==> src/rtl/uart_tx_serializer_pkg.sv <==
// -----------------------------------------------------------------------------
// uart_tx_serializer_pkg
//   Shared UART definitions: FSM state encoding, baud divisor helper and
//   parity helper. Intended to be reused by the receive side as well.
//   Optional feature macro used by the importers: UART_PARITY_EN.
// -----------------------------------------------------------------------------
package uart_tx_serializer_pkg;

    // Frame phases of the serializer. PARITY is only visited when the
    // parity bit is built in.
    typedef enum logic [2:0] {
        ST_IDLE   = 3'd0,
        ST_START  = 3'd1,
        ST_DATA   = 3'd2,
        ST_PARITY = 3'd3,
        ST_STOP   = 3'd4
    } uart_state_e;

    // Clock cycles per serial bit; integer division truncates.
    function automatic int clks_per_bit(input int clk_freq, input int baud);
        return clk_freq / baud;
    endfunction

    // Parity over a zero-extended data word: even parity when odd == 0,
    // odd parity when odd == 1. Zero padding does not change the XOR.
    function automatic logic parity_bit(input logic [7:0] data, input logic odd);
        return (^data) ^ odd;
    endfunction

endpackage : uart_tx_serializer_pkg

==> src/rtl/uart_tx_serializer_if.sv <==
// -----------------------------------------------------------------------------
// uart_tx_serializer_if
//   Handshake bundle between an upstream sender and the UART serializer.
//   Signals:
//     send     1-cycle request strobe (upstream -> serializer)
//     data_in  DATA_BITS word to transmit (upstream -> serializer)
//     tx       serial line, idles high (serializer -> line)
//     busy     frame in progress (serializer -> upstream)
//     done     1-cycle frame-complete pulse (serializer -> upstream)
//   Modports: master = upstream sender, slave = serializer.
// -----------------------------------------------------------------------------
interface uart_tx_serializer_if #(
    parameter int DATA_BITS = 8
);
    logic                 send;
    logic [DATA_BITS-1:0] data_in;
    logic                 tx;
    logic                 busy;
    logic                 done;

    modport master (
        output send,
        output data_in,
        input  tx,
        input  busy,
        input  done
    );

    modport slave (
        input  send,
        input  data_in,
        output tx,
        output busy,
        output done
    );
endinterface : uart_tx_serializer_if

==> src/rtl/uart_tx_serializer_baud_counter.sv <==
// -----------------------------------------------------------------------------
// uart_baud_counter
//   Bit-period timer for the serializer. Counts 0..CLKS_PER_BIT-1 while
//   enabled and flags the last cycle of each bit period.
//   Ports:
//     clk      system clock
//     rst_n    synchronous active-low reset
//     clear    restart the count at 0 (frame acceptance)
//     en       count enable (high while a frame is on the line)
//     bit_end  high during the terminal-count cycle of a bit period
// -----------------------------------------------------------------------------
module uart_baud_counter #(
    parameter int CLKS_PER_BIT = 10
) (
    input  logic clk,
    input  logic rst_n,
    input  logic clear,
    input  logic en,
    output logic bit_end
);
    localparam int CNT_W = (CLKS_PER_BIT > 1) ? $clog2(CLKS_PER_BIT) : 1;
    localparam logic [CNT_W-1:0] TERMINAL = CNT_W'(CLKS_PER_BIT - 1);

    logic [CNT_W-1:0] cnt_r;

    // Bit-period counter; held at zero whenever the line is idle so every
    // frame starts with a full-length start bit.
    always_ff @(posedge clk) begin
        if (!rst_n) begin
            cnt_r <= {CNT_W{1'b0}};
        end else if (clear) begin
            cnt_r <= {CNT_W{1'b0}};
        end else if (en) begin
            if (cnt_r == TERMINAL) begin
                cnt_r <= {CNT_W{1'b0}};
            end else begin
                cnt_r <= cnt_r + CNT_W'(1);
            end
        end else begin
            cnt_r <= {CNT_W{1'b0}};
        end
    end

    assign bit_end = en && (cnt_r == TERMINAL);

endmodule : uart_baud_counter

==> src/rtl/uart_tx_serializer.sv <==
// -----------------------------------------------------------------------------
// uart_tx_serializer
//   UART transmit stage: accepts a 1-cycle send strobe with a parallel word
//   and shifts out start(0), data LSB-first, optional parity, stop(1) bits.
//   Ports:
//     clk      system clock, all logic on posedge
//     rst_n    synchronous active-low reset (aborts any frame in flight)
//     bus      uart_tx_serializer_if.slave: send, data_in in; tx, busy, done out
//   Optional feature: define UART_PARITY_EN to insert a parity bit after the
//   data bits (even when PARITY_ODD == 0, odd when PARITY_ODD == 1).
//   tx, busy and done are driven straight from flops.
// -----------------------------------------------------------------------------
module uart_tx_serializer #(
    parameter int CLK_FREQ   = 50_000_000,
    parameter int BAUD       = 9600,
    parameter int DATA_BITS  = 8,
    parameter int STOP_BITS  = 1,
    parameter int PARITY_ODD = 0
) (
    input  logic                  clk,
    input  logic                  rst_n,
    uart_tx_serializer_if.slave   bus
);
    import uart_tx_serializer_pkg::*;

    localparam int CLKS_PER_BIT = clks_per_bit(CLK_FREQ, BAUD);
    localparam int IDX_W        = $clog2(DATA_BITS + 1);
    localparam logic [IDX_W-1:0] LAST_DATA_IDX = IDX_W'(DATA_BITS - 1);
    localparam logic [IDX_W-1:0] LAST_STOP_IDX = IDX_W'(STOP_BITS - 1);

    // Reject configurations the frame logic cannot represent.
    if (CLKS_PER_BIT < 2) begin : g_bad_divisor
        $error("uart_tx_serializer: CLK_FREQ/BAUD must be at least 2");
    end
    if ((DATA_BITS < 5) || (DATA_BITS > 8)) begin : g_bad_data_bits
        $error("uart_tx_serializer: DATA_BITS must be 5..8");
    end
    if ((STOP_BITS < 1) || (STOP_BITS > 2)) begin : g_bad_stop_bits
        $error("uart_tx_serializer: STOP_BITS must be 1 or 2");
    end
    if ((PARITY_ODD != 0) && (PARITY_ODD != 1)) begin : g_bad_parity_sel
        $error("uart_tx_serializer: PARITY_ODD must be 0 or 1");
    end

    uart_state_e          state_r;
    logic [DATA_BITS-1:0] data_r;
    logic [IDX_W-1:0]     bit_idx_r;
    logic                 tx_r;
    logic                 busy_r;
    logic                 done_r;

    logic                 accept_s;
    logic                 baud_en_s;
    logic                 bit_end_s;
    logic [IDX_W-1:0]     next_idx_s;
    logic [DATA_BITS-1:0] shifted_s;

    // A request only counts while idle; anything during a frame is dropped.
    assign accept_s  = (state_r == ST_IDLE) && bus.send;
    assign baud_en_s = (state_r != ST_IDLE);

    // Next data bit to present: the latched word shifted down by the index.
    assign next_idx_s = bit_idx_r + IDX_W'(1);
    assign shifted_s  = data_r >> next_idx_s;

`ifdef UART_PARITY_EN
    logic parity_s;

    // Parity is taken from the latched word, not from the live input.
    assign parity_s = parity_bit(8'(data_r), (PARITY_ODD != 0));
`endif

    uart_baud_counter #(
        .CLKS_PER_BIT (CLKS_PER_BIT)
    ) u_baud (
        .clk     (clk),
        .rst_n   (rst_n),
        .clear   (accept_s),
        .en      (baud_en_s),
        .bit_end (bit_end_s)
    );

    // Frame sequencer with registered line, busy and done outputs.
    always_ff @(posedge clk) begin
        if (!rst_n) begin
            state_r   <= ST_IDLE;
            data_r    <= {DATA_BITS{1'b0}};
            bit_idx_r <= {IDX_W{1'b0}};
            tx_r      <= 1'b1;
            busy_r    <= 1'b0;
            done_r    <= 1'b0;
        end else begin
            case (state_r)
                ST_IDLE: begin
                    tx_r      <= 1'b1;
                    done_r    <= 1'b0;
                    bit_idx_r <= {IDX_W{1'b0}};
                    if (bus.send) begin
                        data_r  <= bus.data_in;
                        busy_r  <= 1'b1;
                        tx_r    <= 1'b0;
                        state_r <= ST_START;
                    end else begin
                        busy_r  <= 1'b0;
                    end
                end
                ST_START: begin
                    if (bit_end_s) begin
                        tx_r      <= data_r[0];
                        bit_idx_r <= {IDX_W{1'b0}};
                        state_r   <= ST_DATA;
                    end
                end
                ST_DATA: begin
                    if (bit_end_s) begin
                        if (bit_idx_r == LAST_DATA_IDX) begin
                            bit_idx_r <= {IDX_W{1'b0}};
`ifdef UART_PARITY_EN
                            tx_r      <= parity_s;
                            state_r   <= ST_PARITY;
`else
                            tx_r      <= 1'b1;
                            state_r   <= ST_STOP;
`endif
                        end else begin
                            tx_r      <= shifted_s[0];
                            bit_idx_r <= next_idx_s;
                        end
                    end
                end
`ifdef UART_PARITY_EN
                ST_PARITY: begin
                    if (bit_end_s) begin
                        tx_r      <= 1'b1;
                        bit_idx_r <= {IDX_W{1'b0}};
                        state_r   <= ST_STOP;
                    end
                end
`endif
                ST_STOP: begin
                    if (bit_end_s) begin
                        if (bit_idx_r == LAST_STOP_IDX) begin
                            // Frame complete: done and !busy land together in
                            // the first idle cycle, where a new send is taken.
                            busy_r    <= 1'b0;
                            done_r    <= 1'b1;
                            bit_idx_r <= {IDX_W{1'b0}};
                            state_r   <= ST_IDLE;
                        end else begin
                            bit_idx_r <= next_idx_s;
                        end
                    end
                end
                default: begin
                    state_r   <= ST_IDLE;
                    bit_idx_r <= {IDX_W{1'b0}};
                    tx_r      <= 1'b1;
                    busy_r    <= 1'b0;
                    done_r    <= 1'b0;
                end
            endcase
        end
    end

    assign bus.tx   = tx_r;
    assign bus.busy = busy_r;
    assign bus.done = done_r;

endmodule : uart_tx_serializer

==> src/flat_wrapper.sv <==
// flat-port wrapper written by rule: the top's interface ports become plain ports
module uart_tx_serializer_flat import uart_tx_serializer_pkg::*;
#(
    parameter int CLK_FREQ   = 50_000_000,
    parameter int BAUD       = 9600,
    parameter int DATA_BITS  = 8,
    parameter int STOP_BITS  = 1,
    parameter int PARITY_ODD = 0
)
  (clk, rst_n, bus_send, bus_data_in, bus_tx, bus_busy, bus_done);
  uart_tx_serializer_if #(.DATA_BITS(DATA_BITS)) bus_i ();
  input  logic clk;
  input  logic rst_n;
  input wire logic [$bits(bus_i.send)-1:0] bus_send;
  input wire logic [$bits(bus_i.data_in)-1:0] bus_data_in;
  output wire logic [$bits(bus_i.tx)-1:0] bus_tx;
  output wire logic [$bits(bus_i.busy)-1:0] bus_busy;
  output wire logic [$bits(bus_i.done)-1:0] bus_done;
  assign bus_i.send = bus_send;
  assign bus_i.data_in = bus_data_in;
  assign bus_tx = bus_i.tx;
  assign bus_busy = bus_i.busy;
  assign bus_done = bus_i.done;
  uart_tx_serializer #(.CLK_FREQ(CLK_FREQ), .BAUD(BAUD), .DATA_BITS(DATA_BITS), .STOP_BITS(STOP_BITS), .PARITY_ODD(PARITY_ODD)) u_core (.clk(clk), .rst_n(rst_n), .bus(bus_i));
endmodule
==> config.mk <==
export PLATFORM = sky130hd
export DESIGN_NAME = uart_tx_serializer_flat
export DESIGN_NICKNAME = d
export VERILOG_FILES = /design/src/rtl/uart_tx_serializer_pkg.sv /design/src/rtl/uart_tx_serializer_if.sv /design/src/rtl/uart_tx_serializer_baud_counter.sv /design/src/rtl/uart_tx_serializer.sv /design/src/flat_wrapper.sv
export SDC_FILE = /design/constraint.sdc
export NUM_CORES = 1
export LEC_CHECK = 0
export CAP_MARGIN = 40
export CORE_MARGIN = 4
export CORE_UTILIZATION = 56
export CTS_BUF_LIST = sky130_fd_sc_hd__clkbuf_16
export CTS_CLUSTER_SIZE = 25
export DETAILED_ROUTE_END_ITERATION = 8
export HOLD_SLACK_MARGIN = 0.02
export PLACE_DENSITY_LB_ADDON = 0.25
export SLEW_MARGIN = 0
export SYNTH_ARGS = -nofsm -noshare
export SYNTH_HDL_FRONTEND = slang
export SYNTH_SLANG_ARGS = --single-unit
==> constraint.sdc <==
create_clock -name clk -period 2.4 [get_ports clk]
set_input_delay 0.24 -clock clk [delete_from_list [all_inputs] [get_ports clk]]
set_output_delay 0.24 -clock clk [all_outputs]
set_load 0.05 [all_outputs]
# Word-level counts from Yosys, hierarchy flattened
# Index checks and enable logic that the tools add are counted.
# word_totals
regBits,31
# op_classes
add_sub_neg,2
eq_ne,11
n_shift,1
n_mux,25
bitwise_logic,4
reduce_logical,12
# op_table
operator,count
4-bit 2-to-1 mux,5
3-bit 2-to-1 mux,6
13-bit by 1-bit adder with 13-bit output (second input constant),1
13-bit equality test (second input constant),1
3-bit one-hot mux with 4 select lines,1
4-bit one-hot mux with 3 select lines,1
2-bit by 1-bit != test with 1-bit output (second input constant),5
1-bit 2-to-1 mux,9
3-bit AND reduction,3
8-bit by 4-bit >> shifter with 1-bit output,1
6-bit AND reduction,1
4-bit by 1-bit adder with 4-bit output (second input constant),1
4-bit by 3-bit equality test with 1-bit output (second input constant),1
4-bit zero test,1
1-bit inverter,4
1-bit one-hot mux with 4 select lines,1
4-bit OR reduction,1
3-bit by 1-bit equality test with 1-bit output (second input constant),1
3-bit by 2-bit equality test with 1-bit output (second input constant),1
3-bit equality test (second input constant),1
3-bit zero test,1
1-bit one-hot mux with 3 select lines,1
3-bit nonzero test,1
1-bit logical AND,2
4 further kinds,4

# Depth between registers and ports, before layout
# Gate-level depths: netlist of run 1.
# logic_depth
depth_word,5
ltp_mapped,8
depth_no_buf,7

# Hierarchy
# Synthesis of run 1 repeated with hierarchy kept, for this count alone.
# unflattened
hier_cells,184
hier_area_um2,1616.6
# modules_own_cells
mod,instances,cells_each,area_per_inst_um2,seq_area_each_um2
uart_tx_serializer,1,118,1003.5,360.3
uart_baud_counter,1,66,613.1,260.2

# Worst setup path before layout of run 1
# OpenSTA, ideal clock, no wires.
# synth_path
path_type,register to register
from,register u_core.u_baud.cnt_r[0]
to,register u_core.bit_idx_r[2]
setup_ns,0.070
arrival_time_ns,1.810
slack_ns,0.520
stages_incl_launch_ff,8
cell_sequence,dfxtp_1 > ha_1 > and4b_1 > nand3_1 > and2_4 > buf_6 > or4b_1 > a21boi_1
# synth_between
elab_chain_len,4
# synth_rtl
element,line,rtl
start: declaration,uart_tx_serializer_baud_counter.sv:24,logic [CNT_W-1:0] cnt_r;
start signal: assignment,uart_tx_serializer_baud_counter.sv:30,cnt_r <= {CNT_W{1'b0}};
start signal: assignment,uart_tx_serializer_baud_counter.sv:32,cnt_r <= {CNT_W{1'b0}};
start signal: assignment,uart_tx_serializer_baud_counter.sv:35,cnt_r <= {CNT_W{1'b0}};
13-bit equality test (*),uart_tx_serializer_baud_counter.sv:44,assign bit_end = en && (cnt_r == TERMINAL);
1-bit logical AND (*),uart_tx_serializer_baud_counter.sv:44,
2-bit by 1-bit != test with 1-bit output (no source line),n/a,
3-bit AND reduction (no source line) (*),n/a,
end signal: assignment,uart_tx_serializer.sv:88,bit_idx_r <= {IDX_W{1'b0}};
end signal: assignment,uart_tx_serializer.sv:97,bit_idx_r <= {IDX_W{1'b0}};
end signal: assignment,uart_tx_serializer.sv:110,bit_idx_r <= {IDX_W{1'b0}};
end: declaration,uart_tx_serializer.sv:47,logic [IDX_W-1:0] bit_idx_r;
# Mark *: on every way between the ends. The rest lies on a longest branch, timed or not.
# A chain may end at the register's enable or synchronous reset.

# Final worst setup path of run 1
# layout_path
from,register u_core.bit_idx_r[0]
to,"register u_core.tx_r, in the netlist u_core.bus.tx"
# layout_between
elab_chain_len,5
# layout_rtl
element,line,rtl
4-bit by 1-bit adder with 4-bit output,uart_tx_serializer.sv:63,assign next_idx_s = bit_idx_r + IDX_W'(1);
8-bit by 4-bit >> shifter with 1-bit output,uart_tx_serializer.sv:64,assign shifted_s = data_r >> next_idx_s;
1-bit 2-to-1 mux (*),uart_tx_serializer.sv:116,if (bit_idx_r == LAST_DATA_IDX) begin
1-bit 2-to-1 mux (*),uart_tx_serializer.sv:115,if (bit_end_s) begin
1-bit one-hot mux with 4 select lines (*),uart_tx_serializer.sv:93,case (state_r)
end signal: assignment,uart_tx_serializer.sv:109,tx_r <= data_r[0];
end signal: assignment,uart_tx_serializer.sv:126,tx_r <= shifted_s[0];
end: declaration,uart_tx_serializer.sv:48,logic tx_r;
# Mark *: on every way between the ends. The rest lies on a longest branch, timed or not. The select of a mux whose other input is x is not followed.

==> results of run 1 <==
==> cells in the mapped netlist (2+ instances only) <==
library cell and instances:
o21ai_0 4, nor2_1 17, a21boi_0 9, nor3b_1 5
xor2_1 6, and3_1 4, inv_1 4, dfxtp_1 31
a31oi_1 2, a21oi_1 4, and2_1 3, nand3_1 10
a2111oi_0 2, nand3b_1 2, ha_1 3, nor2b_1 5
nor3_1 2, clkbuf_1 4, mux2i_1 4, nand2_1 23
xnor2_1 7
==> path summary, 6_finish.rpt <==
path / end / slack, ns / cells past startpoint
worst max register to register: u_core.bus.tx / 0.37 / 7
worst max-delay path: u_core.bus.tx / 0.37 / 7
worst min-delay path: u_core.u_baud.cnt_r[0] / 0.45 / 1
worst min register to register: u_core.u_baud.cnt_r[0] / 0.45 / 1
==> report_power, final <==
part,internal [mW],total [mW],switching (mW),leakage (nW)
registers,0.552,0.581,0.0299,0.252
clock network,0.371,0.574,0.203,0.0671
logic,0.109,0.253,0.145,0.324
==> kinds of logic after synthesis <==
logic type,count (synthesis)
buffers and inverters,10
xor gates and xnor gates,13
and+or+nand+nor,82
AOI/OAI and AO/OA,29
muxes,4
DFF,31
adders and majority gates,3
==> area by class of cell <==
| class | instances | area share [%] |
|---|---|---|
| multi-input cells | 131 | 46.9 |
| flip-flops and latches | 31 | 34.9 |
| repair buffers | 14 | 7.73 |
| clock buffers | 5 | 7.03 |
| well taps | 30 | 2.11 |
| inverters | 4 | 0.843 |
| clock inverters | 2 | 0.492 |
==> critical path, stage by stage (launching register included) <==
cell,delay [ns]
dfxtp_1,0.45
inv_1,0.12
ha_1,0.44
nor2b_1,0.07
a2111oi_0,0.42
a31oi_1,0.08
a41oi_1,0.23
mux2i_1,0.10
==> state kept, by name, indices dropped and copies added (netlist names) <==
| register | cells |
|---|---|
| u_core.bit_idx_r | 4 |
| u_core.bus.done | 1 |
| u_core.u_baud.cnt_r | 13 |
| u_core.bus.busy | 1 |
| u_core.bus.tx | 1 |
| u_core.data_r | 8 |
| u_core.state_r | 3 |
==> per-layer routing <==
layer | share of wire [%] | GRT usage [%] | wire (microns) | vias up
li1 | - | - | - | 632
met1 | 47 | 23.9 | 1380 | 590
met2 | 45 | 29.5 | 1310 | 35
met3 | 5.4 | 6.48 | 159 | 10
met4 | 3.2 | 9.49 | 93 | 0
met5 | 0 | 0 | 0 | -
==> through the flow <==
step,total power [mW],utilization (%),cells
floorplan,0.784,-,172
global placement,0.835,65.3,210
detailed placement,0.842,65.3,210
global route,1.48,70.6,217
finish,1.41,70.6,217
CTS,1.42,70.6,217
==> results.yml, run 1 <==
yosys:
  ys_ff_latch: 31
  synth_edf_count: 0
  synth_top_family_by_area: "simple AND/OR/NAND/NOR gates"
  synth_adder_area_share_pct: 2.49
  ys.flop_type: "dfxtp_1"
  synth_mux_area_share_pct: 2.66
  synthCells: 172
  avgSynthCellArea_sq_um: 8.76
  async_flop_share_pct: 0
  synth_area_leaders: "dfxtp_1 (41%), nand2_1 (5.7%), a21boi_0 (4.5%)"
  yosysTopAreaCell: "dfxtp_1"
  netlist.area_leader.share_pct: 41.2
  ys_types: 42
  synth-seq-area-share_pct: 41.2
  syn-num-nets: 186
  synth_compound_area_share_pct: 13.5
  synth_area_sq_um: 1510
  yosys.area_share.simple_pct: 29.2
  yosys_warnings: 0
  synthXorXnorAreaFrac_pct: 7.56
drt:
  dr.pass1.iters: 4
  ant_nets: 0
  drtIter0Drc: 48
  via_per_inst: 5.84
  drc: 0
  routed_wl_microns: 2940
  post_drt_wl_per_cell_microns: 13.5
  vias: 1267
power:
  power_density_nw_per_um2: 791
  power_leakage_nw: 0.643
  ir_drop_mv: 0.682
timing:
  setup_viol: 0
  rsz0062_at_grt: "no"
  drv_slew: 0
  max_freq_ghz: 0.493
  timing.final.ws_setup_ns: 0.372
  fin_crit_sh_pct: 84.5
  worst_pin_slew_ns: 0.572
  whs_ns: 0.447
  min_period_ns: 2.03
  hold_viol: 0
  relSlewSlack_pct: 61.8
  tns_ns: 0
  fin_skew_ns: 0.00273
outcome:
  status: "complete, no violations"
clock_tree:
  cts_tree: "yes"
  clock_latency_ns: 0.27
  cts_buffer_depth: 2
  cts_made_buffers: 5
  cts_resized: 0
  worst_setup_hold_path_clk_slew_ns: 0.05
  h-tree-depth: 2
  clock_sinks: 31
  post_cts_buffers: 0
  cts_hold_buf: 0
  root_buffer: "clkbuf_16"
cells_and_area:
  synthToLayoutAreaGrowth_pct: 18.2
  ff_latch_area_sq_um: 621
  diodes: 0
  multi_input_area_sq_um: 836
  fin_nets: 201
  nFillCells: 209
  fin_area_sq_um: 1780
  final_common_cell: "dfxtp_1"
  final_cell_mix: "dfxtp_1 (31), nand2_1 (23), nor2_1 (17)"
  drive_gt1_share_pct: 6.42
global_routing:
  grt_pass1_vias: 1196
  grt.total_usage_pct: 19.2
  grt_pass1_wl_microns: 5130
  antenna_found_initial: 0
  grt_max_degree: 16
  grt_overflow: 0
die:
  ioPinCount: 14
  rows: 18
  die-area_sq_um: 3580
  dieWidth_microns: 59.9
  die_h_microns: 59.9
  core_area_sq_um: 2520
  initial_utilization_pct: 59.7
worst_hold_path:
  holdCritPathClass: "register to register"
  worstHoldStart: "u_core.u_baud.cnt_r[0]"
worst_setup_path:
  worst_setup_path_start_kind: "register"
  cp-end-kind: "register"
  cp_data_arrival_time_ns: 2.18
  r2r-start: "u_core.bit_idx_r[0]"
  crit_required_ns: 2.55
  worstSetupPathType: "register to register"
  worstPathMaxFanout: 7
  startpoint: "u_core.bit_idx_r[0]"
placement:
  dp_hpwl_microns: 2080
  io_buffers: 13
  place_ws_ns: 0.410
  placed_area_sq_um: 1650
  place.gp.congestion: 0.824
flow_run:
  cap_violations: 0
No activity file was read; power rests on OpenSTA's default activity.
==> inputs of run 2 (changes only) <==
==> constraint.sdc (replaced) <==
create_clock -name clk -period 1.9 [get_ports clk]
set_input_delay 0.19 -clock clk [delete_from_list [all_inputs] [get_ports clk]]
set_output_delay 0.19 -clock clk [all_outputs]
set_load 0.05 [all_outputs]
==> run 2 against run 1 <==
Wire length up 20%. Sequential power rose by 27%. Maximum frequency up 9.7%. Sequential share of layout area decreased by 1.8 points. Worst hold slack worse by 0.020 ns. Clock-buffer cell count unchanged. Largest cell class unchanged.
==> results.yml, run 2 (synthesized netlist as in run 1, its figures left out) <==
global_routing:
  antenna_found_initial: 0
  grt.total_usage_pct: 21.7
  grt_pass1_wl_microns: 5660
  grt_max_degree: 13
  grt_overflow: 0
  grt_pass1_vias: 1224
die:
  dieWidth_microns: 59.9
  die-area_sq_um: 3580
  ioPinCount: 14
  die_h_microns: 59.9
  rows: 18
  initial_utilization_pct: 59.7
  core_area_sq_um: 2520
cells_and_area:
  fin_cells: 227
  final_cell_mix: "dfxtp_1 (26), nand2_1 (23), nor2_1 (17)"
  reg.largest.list: "u_core.u_baud.cnt_r: 13 flops, u_core.data_r: 8 flops, u_core.bit_idx_r: 4 flops"
  fin_nets: 210
  largest_reg_flops: 13
  drive_gt1_share_pct: 18.3
  synthToLayoutAreaGrowth_pct: 25.9
  diodes: 0
  final_common_cell: "dfxtp_1"
  fin_area_sq_um: 1900
  largest_register: "u_core.u_baud.cnt_r"
worst_setup_path:
  r2r-start: "u_core.bit_idx_r[0]"
  worstPathMaxFanout: 4
  worst_setup_path_start_kind: "register"
  cp-end-kind: "register"
  path_buf_inv: 1
  worstSetupPathType: "register to register"
  r2r_slack_ns: 0.05
  rr_worst_depth: 7
  critical_path.max_stage_delay_ns: 0.51
  critPathTopFamily: "simple AND/OR/NAND/NOR gates"
  crit_required_ns: 2.06
  cp_data_arrival_time_ns: 2.01
  critPathSlowestCell: "or3b_2"
  r2r-end: "u_core.bit_idx_r[3]"
  crit_chain: "inv_1 -> ha_2 -> or3b_2 -> a22oi_2 -> a211oi_1 -> a21oi_1 -> nor2b_1"
worst_hold_path:
  hold_depth: 1
  holdCritPathClass: "register to register"
  worstHoldStart: "u_core.u_baud.cnt_r[0]"
  hold_end: "u_core.u_baud.cnt_r[0]"
timing:
  fin_skew_ns: 0.00613
  fin_crit_sh_pct: 97.3
  setup_viol: 0
  max_freq_ghz: 0.541
  worst_pin_slew_ns: 0.497
  drv_slew: 0
  min_period_ns: 1.85
  rsz0062_at_grt: "yes"
  hold_viol: 0
  relSlewSlack_pct: 66.8
power:
  power_density_nw_per_um2: 975
  power_leakage_nw: 0.695
  p_total_mw: 1.85
  ir_drop_mv: 1.02
drt:
  post_drt_wl_per_cell_microns: 15.5
  ant_nets: 0
  dr.pass1.iters: 4
  routed_wl_microns: 3520
  drtIter0Drc: 59
  drc: 0
  vias: 1277
  via_per_inst: 5.63
placement:
  place.gp.congestion: 0.838
  dp_cells: 219
  placed_area_sq_um: 1710
  dp_hpwl_microns: 2280
  io_buffers: 13
clock_tree:
  clock_sinks: 31
  clock_latency_ns: 0.28
  cts_buffer_depth: 2
  cts_tree: "yes"
  h-tree-depth: 2
  worst_setup_hold_path_clk_slew_ns: 0.05
  cts_made_buffers: 5
  root_buffer: "clkbuf_16"
outcome:
  status: "complete, no violations"
flow_run:
  cap_violations: 0
-- run 2: area by class of cell --
type	count	area, sq um
Multi-Input combinational cell	131	872
Sequential cell	31	627
Fill cell	186	626
Timing Repair Buffer	23	205
Clock buffer	5	125
Tap cell	30	37.5
Clock inverter	3	15.0
Inverter	4	15.0
-- run 2: where the power goes --
| part | internal, mW | switching [mW] |
|---|---|---|
| logic | 0.159 | 0.199 |
| clock network | 0.476 | 0.277 |
| registers | 0.699 | 0.0388 |
-- run 2: repair_timing --
action | 4_1_cts | 5_1_grt
buffers inserted | 0 | 0
gates resized for setup | 0 | 16
hold buffers | 0 | 0
setup endpoints to repair | 0 | 3
-- run 2: layer usage --
layer / GRT usage (%) / routed length, microns / up-vias
li1: - / - / 645
met1: 27.7 / 1620 / 597
met2: 32.9 / 1680 / 25
met3: 8.42 / 119 / 10
met4: 8.54 / 95 / 0
met5: 0 / 0 / -
-- run 2: how the worst max path moves through the flow --
stage | from | end | depth (start not counted)
after floorplan | u_core.u_baud.cnt_r[0] | u_core.bit_idx_r[2] | 7
after global placement | u_core.state_r[0] | u_core.bit_idx_r[2] | 5
after detailed placement | u_core.state_r[1] | u_core.bit_idx_r[2] | 5
after CTS | u_core.state_r[1] | u_core.bit_idx_r[2] | 5
after global routing | u_core.bit_idx_r[0] | u_core.bus.tx | 7
final | u_core.bit_idx_r[0] | u_core.bit_idx_r[3] | 7
-- run 2: stage by stage --
stage	TNS (ns)	hold WS (ns)	setup WS [ns]	utilization [%]
after floorplan	0	0.335	0.0198	-
after global placement	0	0.429	0.108	68.0
after detailed placement	0	0.439	0.0133	68.0
after CTS	0	0.461	0.00863	73.5
after global routing	-0.0314	0.441	-0.0209	75.2
final	0	0.427	0.0515	75.2
-- run 2: worst register-to-register path, cell delays in order, from the launching register on --
cell and delay (ns):
dfxtp_1 0.31, inv_1 0.11, ha_2 0.19, or3b_2 0.51, a22oi_2 0.25, a211oi_1 0.09, a21oi_1 0.20, nor2b_1 0.08
==> inputs of run 3 (changes only) <==
--- a/config.mk
+++ b/config.mk
@@ -9,6 +9,7 @@
 export CORE_MARGIN = 4
 export CORE_UTILIZATION = 56
 export CTS_BUF_LIST = sky130_fd_sc_hd__clkbuf_16
+export CTS_CLUSTER_DIAMETER = 40
 export CTS_CLUSTER_SIZE = 25
 export DETAILED_ROUTE_END_ITERATION = 8
 export HOLD_SLACK_MARGIN = 0.02
==> results of run 3 <==
No change in the layout: final DEF, timing and power equal those of run 2.
